**config.mk**
```make
export PLATFORM = sky130hd
export DESIGN_NAME = plic_ctrl
export DESIGN_NICKNAME = d
export VERILOG_FILES = /design/src/rtl/plic_pkg.sv /design/src/rtl/plic_gateway.sv /design/src/rtl/plic_ctrl.sv
export SDC_FILE = /design/constraint.sdc
export NUM_CORES = 1
export LEC_CHECK = 0
export ABC_AREA = 1
export BUFFER_PORTS_ARGS = -buffer_cell sky130_fd_sc_hd__buf_2
export CAP_MARGIN = 20
export CORE_UTILIZATION = 35
export CTS_CLUSTER_SIZE = 16
export DETAILED_ROUTE_END_ITERATION = 8
export HOLD_SLACK_MARGIN = 0.08
export PLACE_DENSITY_LB_ADDON = 0.1
export SYNTH_ARGS = -nofsm -noshare
export SYNTH_HDL_FRONTEND = slang
export SYNTH_SLANG_ARGS = --single-unit
```
**constraint.sdc**
```tcl
create_clock -name CLK -period 10.5 [get_ports CLK]
set_input_delay 1.05 -clock CLK [delete_from_list [all_inputs] [get_ports CLK]]
set_output_delay 1.05 -clock CLK [all_outputs]
set_load 0.02 [all_outputs]
```
**src/rtl/plic_pkg.sv**
```systemverilog
// Shared types and register offsets for the platform-level interrupt controller.
package plic_pkg;

  typedef enum logic [1:0] {
    StIdle,
    StPending,
    StInService
  } gateway_state_t;

  localparam logic [7:0] PRIO_BASE  = 8'h00;
  localparam logic [7:0] PEND_OFF   = 8'h80;
  localparam logic [7:0] EN_OFF     = 8'h84;
  localparam logic [7:0] THRESH_OFF = 8'h88;
  localparam logic [7:0] CLAIM_OFF  = 8'h8C;

  // Bits needed to encode source IDs 0..n-1.
  function automatic int unsigned id_width(input int unsigned n);
    return (n <= 2) ? 1 : $clog2(n);
  endfunction

endpackage

```
**src/rtl/plic_gateway.sv**
```systemverilog
// Per-source gateway: latches a level request until it is claimed and then completed.
module plic_gateway
  import plic_pkg::*;
(
  input  logic CLK,
  input  logic RST,
  input  logic irq_i,
  input  logic claim_i,
  input  logic complete_i,
  output logic pending_o
);

  gateway_state_t state_q, state_d;

  always_ff @(posedge CLK) begin
    if (RST) begin
      state_q <= StIdle;
    end else begin
      state_q <= state_d;
    end
  end

  always_comb begin
    state_d = state_q;
    case (state_q)
      StIdle:      if (irq_i)      state_d = StPending;
      StPending:   if (claim_i)    state_d = StInService;
      StInService: if (complete_i) state_d = StIdle;
      default:                     state_d = StIdle;
    endcase
  end

  assign pending_o = (state_q == StPending);

endmodule

```
**src/rtl/plic_ctrl.sv**
```systemverilog
// PLIC top: register file, bus decode, priority arbiter and registered ext_int/ext_int_clear.
module plic_ctrl
  import plic_pkg::*;
#(
  parameter int unsigned N_SRC  = 8,
  parameter int unsigned PRIO_W = 3
) (
  input  logic              CLK,
  input  logic              RST,
  input  logic [N_SRC-1:0]  irq_src,
  input  logic              ren,
  input  logic              wen,
  input  logic [7:0]        addr,
  input  logic [31:0]       wdata,
  output logic [31:0]       rdata,
  output logic              ack,
  output logic              ext_int,
  output logic              ext_int_clear
);

  localparam int unsigned IdW = id_width(N_SRC);

  logic [PRIO_W-1:0] prio_q [N_SRC];
  logic [PRIO_W-1:0] prio_d [N_SRC];
  logic [N_SRC-1:0]  en_q, en_d;
  logic [PRIO_W-1:0] thr_q, thr_d;
  logic [31:0]       rdata_d;
  logic              ack_d;

  logic [N_SRC-1:0]  pend;
  logic [N_SRC-1:0]  elig;
  logic [N_SRC-1:0]  claim_vec;
  logic [N_SRC-1:0]  complete_vec;
  logic [IdW-1:0]    best_id;
  logic [PRIO_W-1:0] best_prio;

  logic [5:0]        word;
  logic [5:0]        prio_idx;
  logic              rd_en;
  logic              in_prio;
  logic              hit_claim;

  assign pend[0] = 1'b0;

  for (genvar i = 1; i < N_SRC; i++) begin : g_gw
    plic_gateway u_gw (
      .CLK        (CLK),
      .RST        (RST),
      .irq_i      (irq_src[i]),
      .claim_i    (claim_vec[i]),
      .complete_i (complete_vec[i]),
      .pending_o  (pend[i])
    );
  end

  // Strict '>' keeps the lowest ID on equal priority.
  always_comb begin
    elig      = '0;
    best_id   = '0;
    best_prio = '0;
    for (int i = 1; i < N_SRC; i++) begin
      elig[i] = pend[i] & en_q[i] & (prio_q[i] > thr_q);
      if (elig[i] && (prio_q[i] > best_prio)) begin
        best_id   = IdW'(i);
        best_prio = prio_q[i];
      end
    end
  end

  assign word      = addr[7:2];
  assign prio_idx  = word - PRIO_BASE[7:2];
  assign in_prio   = (word < PEND_OFF[7:2]);
  assign hit_claim = (word == CLAIM_OFF[7:2]);
  // A simultaneous write takes precedence and the read is dropped.
  assign rd_en     = ren & ~wen;

  always_comb begin
    claim_vec    = '0;
    complete_vec = '0;
    for (int i = 1; i < N_SRC; i++) begin
      claim_vec[i]    = rd_en & hit_claim & (best_id == IdW'(i));
      complete_vec[i] = wen & hit_claim & (wdata == 32'(i));
    end
  end

  always_comb begin
    prio_d = prio_q;
    en_d   = en_q;
    thr_d  = thr_q;
    if (wen) begin
      if (in_prio) begin
        for (int i = 1; i < N_SRC; i++) begin
          if (prio_idx == 6'(i)) prio_d[i] = wdata[PRIO_W-1:0];
        end
      end else if (word == EN_OFF[7:2]) begin
        en_d = {wdata[N_SRC-1:1], 1'b0};
      end else if (word == THRESH_OFF[7:2]) begin
        thr_d = wdata[PRIO_W-1:0];
      end
    end
  end

  always_comb begin
    rdata_d = '0;
    ack_d   = ren | wen;
    if (rd_en) begin
      if (in_prio) begin
        for (int i = 1; i < N_SRC; i++) begin
          if (prio_idx == 6'(i)) rdata_d = 32'(prio_q[i]);
        end
      end else if (word == PEND_OFF[7:2]) begin
        rdata_d = 32'(pend);
      end else if (word == EN_OFF[7:2]) begin
        rdata_d = 32'(en_q);
      end else if (word == THRESH_OFF[7:2]) begin
        rdata_d = 32'(thr_q);
      end else if (hit_claim) begin
        rdata_d = 32'(best_id);
      end
    end
  end

  always_ff @(posedge CLK) begin
    if (RST) begin
      for (int i = 0; i < N_SRC; i++) prio_q[i] <= '0;
      en_q          <= '0;
      thr_q         <= '0;
      rdata         <= '0;
      ack           <= 1'b0;
      ext_int       <= 1'b0;
      ext_int_clear <= 1'b0;
    end else begin
      prio_q        <= prio_d;
      en_q          <= en_d;
      thr_q         <= thr_d;
      rdata         <= rdata_d;
      ack           <= ack_d;
      ext_int       <= |elig;
      ext_int_clear <= ext_int & ~(|elig);
    end
  end

  logic unused_bits;
  assign unused_bits = ^{irq_src[0], addr[1:0], claim_vec[0], complete_vec[0], prio_q[0]};

endmodule
```
After elaboration in Yosys (flattened, before gate mapping)

Index checks and enable logic that the tools add are counted.

Flip-flop bits (word level): 80
Input bits: 52
Output and inout port bits: 35
Word-level logic and storage cells: 218

Magnitude comparators: 15
Equality and inequality tests: 60
Muxes and demuxes: 53
Bitwise gates (word level): 38
Reduce and logical (&&, ||, !) cells: 32

Operator list:

| kind                                                                    | number |
|---|---|
| 32-bit 2-to-1 mux                                                       | 7 |
| 32-bit by 3-bit == test with 1-bit output, second input constant        | 4 |
| 32-bit by 2-bit == test with 1-bit output, second input constant        | 2 |
| 3-bit 2-to-1 mux                                                        | 15 |
| 3-bit AND reduction                                                     | 15 |
| 2-bit 2-to-1 mux                                                        | 21 |
| 2-bit case mux with 3 select lines                                      | 7 |
| 3-bit > comparator                                                      | 13 |
| 1-bit bitwise AND                                                       | 32 |
| 32-bit by 1-bit == test with 1-bit output, second input constant        | 1 |
| 2-bit by 1-bit inequality test with 1-bit output, second input constant | 14 |
| 6-bit by 3-bit == test with 1-bit output, second input constant         | 4 |
| 6-bit == test, second input constant                                    | 4 |
| 8-bit 2-to-1 mux                                                        | 2 |
| 2-bit by 1-bit == test with 1-bit output, second input constant         | 7 |
| 2-bit == test, second input constant                                    | 7 |
| 2-bit zero test                                                         | 7 |
| 2-bit inequality test, second input constant                            | 7 |
| 3-bit == test, second input constant                                    | 4 |
| 6-bit by 2-bit == test with 1-bit output, second input constant         | 2 |
| 1-bit logical AND                                                       | 7 |
| 7-bit OR reduction                                                      | 1 |
| 3-bit by 2-bit == test with 1-bit output, second input constant         | 2 |
| 6-bit by 1-bit == test with 1-bit output, second input constant         | 1 |
| 8 further kinds                                                         | 12 |

Longest topological paths before layout

Word-level depth: 28
Gate-level depth with buffers: 59
Depth with buffers taken out: 59

Modules after synthesis

Synthesis repeated with hierarchy kept, for this count alone.

Cell total of the unflattened synthesis: 595
Area total of the unflattened synthesis: 4022.6 um^2

Modules (own cells, without submodules):

| module       | instances | cells an instance | area each (um^2) | seq. area each (um^2) |
|---|---|---|---|---|
| plic_ctrl    | 1         | 497               | 3383.2           | 840.8 |
| plic_gateway | 7         | 14                | 91.3             | 40.0 |

Worst setup path before layout

No wires, ideal clock.

Path kind: reg2reg
Start: register thr_q[2]
End: register g_gw[4].u_gw.state_q[0]
Setup time: 128 ps
Arrival time: 7414 ps
Data required time: 10372 ps
Slack: 2958 ps
Cell stages (with the launch flop): 57
Path buffers: 0
Period minus slack after synthesis: 7542 ps
Cell sequence: dfxtp_1 > inv_1 > ha_1 > nand2_1 > nor2_1 > nor2_2 > nand2_1 > a21oi_1 > inv_1 > nor2_1 > ha_1 > inv_1 > nor2_1 > nor2_4 > nand2_4 > nand2_1 > o21ai_1 > ha_1 > [... 21 more ...] > nor2_1 > a211oi_1 > nor3_1 > inv_1 > nand2_1 > o21ai_0 > ha_1 > nand2_1 > nor2_1 > a211oi_1 > nor3_1 > nor2_1 > nand3_4 > nand2_2 > nor2_1 > nand2_2 > nand2_1 > a21oi_2

Word-level cells in the longest chain between the ends: 26
Elaborated cells on any way between the ends: 44
Those cells by class: order compare: 13; eq/ne: 2; mux: 13; bitwise: 8; reduce/logical: 8

RTL lines:

| what                                                                  | line               | RTL |
|---|---|---|
| start, declared                                                       | plic_ctrl.sv:26    | `logic [PRIO_W-1:0] thr_q, thr_d;` |
| start signal, assigned                                                | plic_ctrl.sv:135   | `thr_q <= thr_d;` |
| 3-bit > comparator                                                    | plic_ctrl.sv:62    | `elig[i] = pend[i] & en_q[i] & (prio_q[i] > thr_q);` |
| 1-bit bitwise AND                                                     | plic_ctrl.sv:62    |  |
| 1-bit logical AND                                                     | plic_ctrl.sv:63    | `if (elig[i] && (prio_q[i] > best_prio)) begin` |
| 3-bit 2-to-1 mux                                                      | plic_ctrl.sv:63    |  |
| 3-bit > comparator                                                    | plic_ctrl.sv:63    |  |
| 1-bit logical AND                                                     | plic_ctrl.sv:63    |  |
| 3-bit 2-to-1 mux                                                      | plic_ctrl.sv:63    |  |
| 3-bit > comparator                                                    | plic_ctrl.sv:63    |  |
| [... 10 more ...]                                                     | -                  |  |
| 3-bit 2-to-1 mux                                                      | plic_ctrl.sv:63    |  |
| 3-bit > comparator                                                    | plic_ctrl.sv:63    |  |
| 1-bit logical AND                                                     | plic_ctrl.sv:63    |  |
| 3-bit 2-to-1 mux (*)                                                  | plic_ctrl.sv:63    |  |
| 3-bit == test (*)                                                     | plic_ctrl.sv:81    | `claim_vec[i] = rd_en & hit_claim & (best_id == IdW'(i));` |
| 1-bit bitwise AND (*)                                                 | plic_ctrl.sv:81    |  |
| 2-bit by 1-bit inequality test with 1-bit output (no source line) (*) | -                  |  |
| 3-bit AND reduction (no source line) (*)                              | -                  |  |
| end signal, assigned                                                  | plic_gateway.sv:17 | `state_q <= StIdle;` |
| end signal, assigned                                                  | plic_gateway.sv:19 | `state_q <= state_d;` |
| end, declared                                                         | plic_gateway.sv:13 | `gateway_state_t state_q, state_d;` |

Mark *: on every way between the ends. The rest lies on a longest branch, timed or not.
A chain may end at the register's enable or synchronous reset.

Worst setup path after layout

Ends and elaborated chain as after synthesis.

==> results.ini <==
[setup_path]
crit_start = thr_q[2]
reg2reg_depth = 55
cp.required_ns = 10.68
max_stage_delay_ns = 0.56
cp_common_cell = nand2_1
crit_path_end_kind = register
worstReg2RegStart = thr_q[2]
crit_type = register to register
path_depth = 55
startpoint_type = register
worst_ep_arrival_time_ns = 9.28
crit_buf_inv = 6
path_delay_family = simple AND/OR/NAND/NOR gates
critical-path-slowest-cell = nor3_1
path_max_fanout = 8

[layout]
finalNetCount = 732
antenna_cells = 0
area_delta_synth_final_pct = 13.1
n_fill_cell = 1221
drive_gt1_share_pct = 18.6
seqCellArea_sq_um = 1120
multi_input_area_sq_um = 2560

[yosys]
netlist.area_leader.share_pct = 27.4
synth_flop_cell = dfxtp_1
syn_area_sq_um = 4090
yosys_warnings = 0
ys_ff_latch = 56
syn_area_per_cell_sq_um = 7.01
synth.distinct_cells = 40
synthTopCellsByCount = nand2_1, inv_1, nor2_1, dfxtp_1, a21oi_1
synth.most_common_cell = nand2_1
async_flop_share_pct = 0
synthTopCellsByArea = dfxtp_1, ha_1, nand2_1
synthCells = 583
ys_seq_area_share_pct = 27.4
synth_top_area_cell = dfxtp_1
synth_edf_count = 0

[timing]
setup_tns_ns = 0
fin_hold_ws_ns = 0.442
slew_headroom_pct = 31.4
finalHoldViolCount = 0
setup_viol_count_final = 0
tightest_slew_ns = 1.02
maxSlewViolCount = 0
rsz0062_at_grt = no
period_share_pct = 86.7
period_needed_ns = 9.10
fmax_mhz = 110
skew_ns = 0.00792

[die]
initial_core_util_pct = 35.8
row_count = 39
ios = 87
die_h_microns = 110
dieWidth_microns = 110
dieArea_sq_um = 12100
core_sq_um = 11400

[clock_tree]
htreeDepth = 2
root_buffer = clkbuf_16
clockBufferDepth = 2
cts_setup_buffers = 0
insertion_delay_ns = 0.30
cts_tree = built
cts_buffers = 5
cts_resized = 0
clk_pin_slew_ns = 0.07
clkSinkCount = 56
holdBufCountCts = 0

[routing]
num_vias = 4029
drtAntennaViolNets = 0
firstDrtPassIters = 5
wl_mm = 12.0
dr.first_iter.drc_count = 176
avgRoutedWirePerCell_microns = 15.2
drc = 0
routed_via_density = 5.11

[flow_run]
maxCapViolCount = 0

[global_route]
grt_pass1_vias = 3725
overflow = 0
grt_antenna_before_repair = 0
track_usage_pct = 21.1
grt_max_degree = 33
grt_first_pass_wirelength_mm = 19.1

[pwr]
powerDensity_nw_per_um2 = 101
power.leakage_nw = 2.12
vdd_ir_drop_max_uv = 100

[min_path]
worstHoldPathCells = 2
hp-start = ext_int
hold_class = register to register

[place]
place.gp.congestion = 0.847
hpwl_mm = 9.64
io_buffers = 59

[status]
outcome = completed

sequential cells by signal, summed over array words and instances, names as in the netlist:
| signal | cells |
|---|---|
| g_gw.u_gw.state_q | 14 |
| ext_int | 1 |
| ack | 1 |
| en_q | 7 |
| thr_q | 3 |
| ext_int_clear | 1 |
| prio_q | 21 |
| rdata | 8 |
worst min-delay path, stage by stage (launching register included):
cell	delay [ns]
dfxtp_1	0.31
nand2_1	0.06
nor2_1	0.03
power breakdown:
group	internal, mW	switching (mW)	leakage [nW]	total [mW]
clock network	0.114	0.0822	0.0815	0.196
logic	0.0152	0.0352	1.59	0.0504
registers	0.216	0.00268	0.454	0.218
total	0.345	0.120	2.12	0.465
logic make-up (layout without fill, tap and decap cells):
group / Yosys count / in the layout / synth area share [%]
simple gates: 254 / 254 / 30.8
compound gates: 128 / 128 / 18.6
buf+inv: 108 / 147 / 12.1
flops: 56 / 56 / 27.4
fa+ha+maj: 36 / 36 / 11.0
other cells: 1 / 24 / 0.0917
metal layers:
layer	track usage (%)	wire, microns
met1	27.2	5440
met2	36.9	5800
met3	2.53	564
met4	5.71	200
met5	0	0
path summary, 6_finish.rpt:
check	slack, ns	end
worst max-delay path	1.40	g_gw[4].u_gw.state_q[0]
worst min-delay path	0.44	ext_int_clear
worst max register to register	1.40	g_gw[4].u_gw.state_q[0]
worst min register to register	0.44	ext_int_clear
area by class of cell:
| class | count | area share, % |
|---|---|---|
| clock buffers | 6 | 2.79 |
| clock inverters | 2 | 0.839 |
| inverters | 79 | 6.41 |
| multi-input cells | 442 | 55.3 |
| flip-flops and latches | 56 | 24.2 |
| well taps | 143 | 3.87 |
| repair buffers | 60 | 6.55 |
stage by stage:
| step | util, % | setup slack [ns] | power (mW) | area (sq um) | cells |
|---|---|---|---|---|---|
| finish | 40.5 | 1.40 | 0.465 | 4630 | 788 |
| global route | 40.5 | 0.556 | 0.485 | 4630 | 788 |
| CTS | 40.5 | 1.40 | 0.471 | 4630 | 788 |
| detailed placement | 39.0 | 1.45 | 0.274 | 4460 | 780 |
| global placement | 39.0 | 1.53 | 0.273 | 4460 | 780 |
| floorplan | - | 2.96 | 0.260 | 4180 | 606 |
placed cells by master (no fill, tap or decap), drive strengths merged:
master   synthesis  final
o41ai            2      2
nand3           39     39
conb             1     24
nor2            81     81
o21bai           1      1
o21ai           47     47
o2111ai          3      3
clkbuf           5      6
nor3             9      9
a31oi            1      1
or2              1      1
buf             24     60
o211ai           2      2
a21boi           1      1
a22oi            2      2
o221ai           1      1
nand4           11     11
a221oi           1      1
nand3b           2      2
inv             75     76
o22ai            1      1
nor4             8      8
a211oi           4      4
bufinv           0      1
dfxtp           56     56
ha              36     36
o311ai           3      3
a21oi           58     58
nand2          103    103
o211a            1      1
clkinv           4      4
No activity file was read; power rests on OpenSTA's default activity.
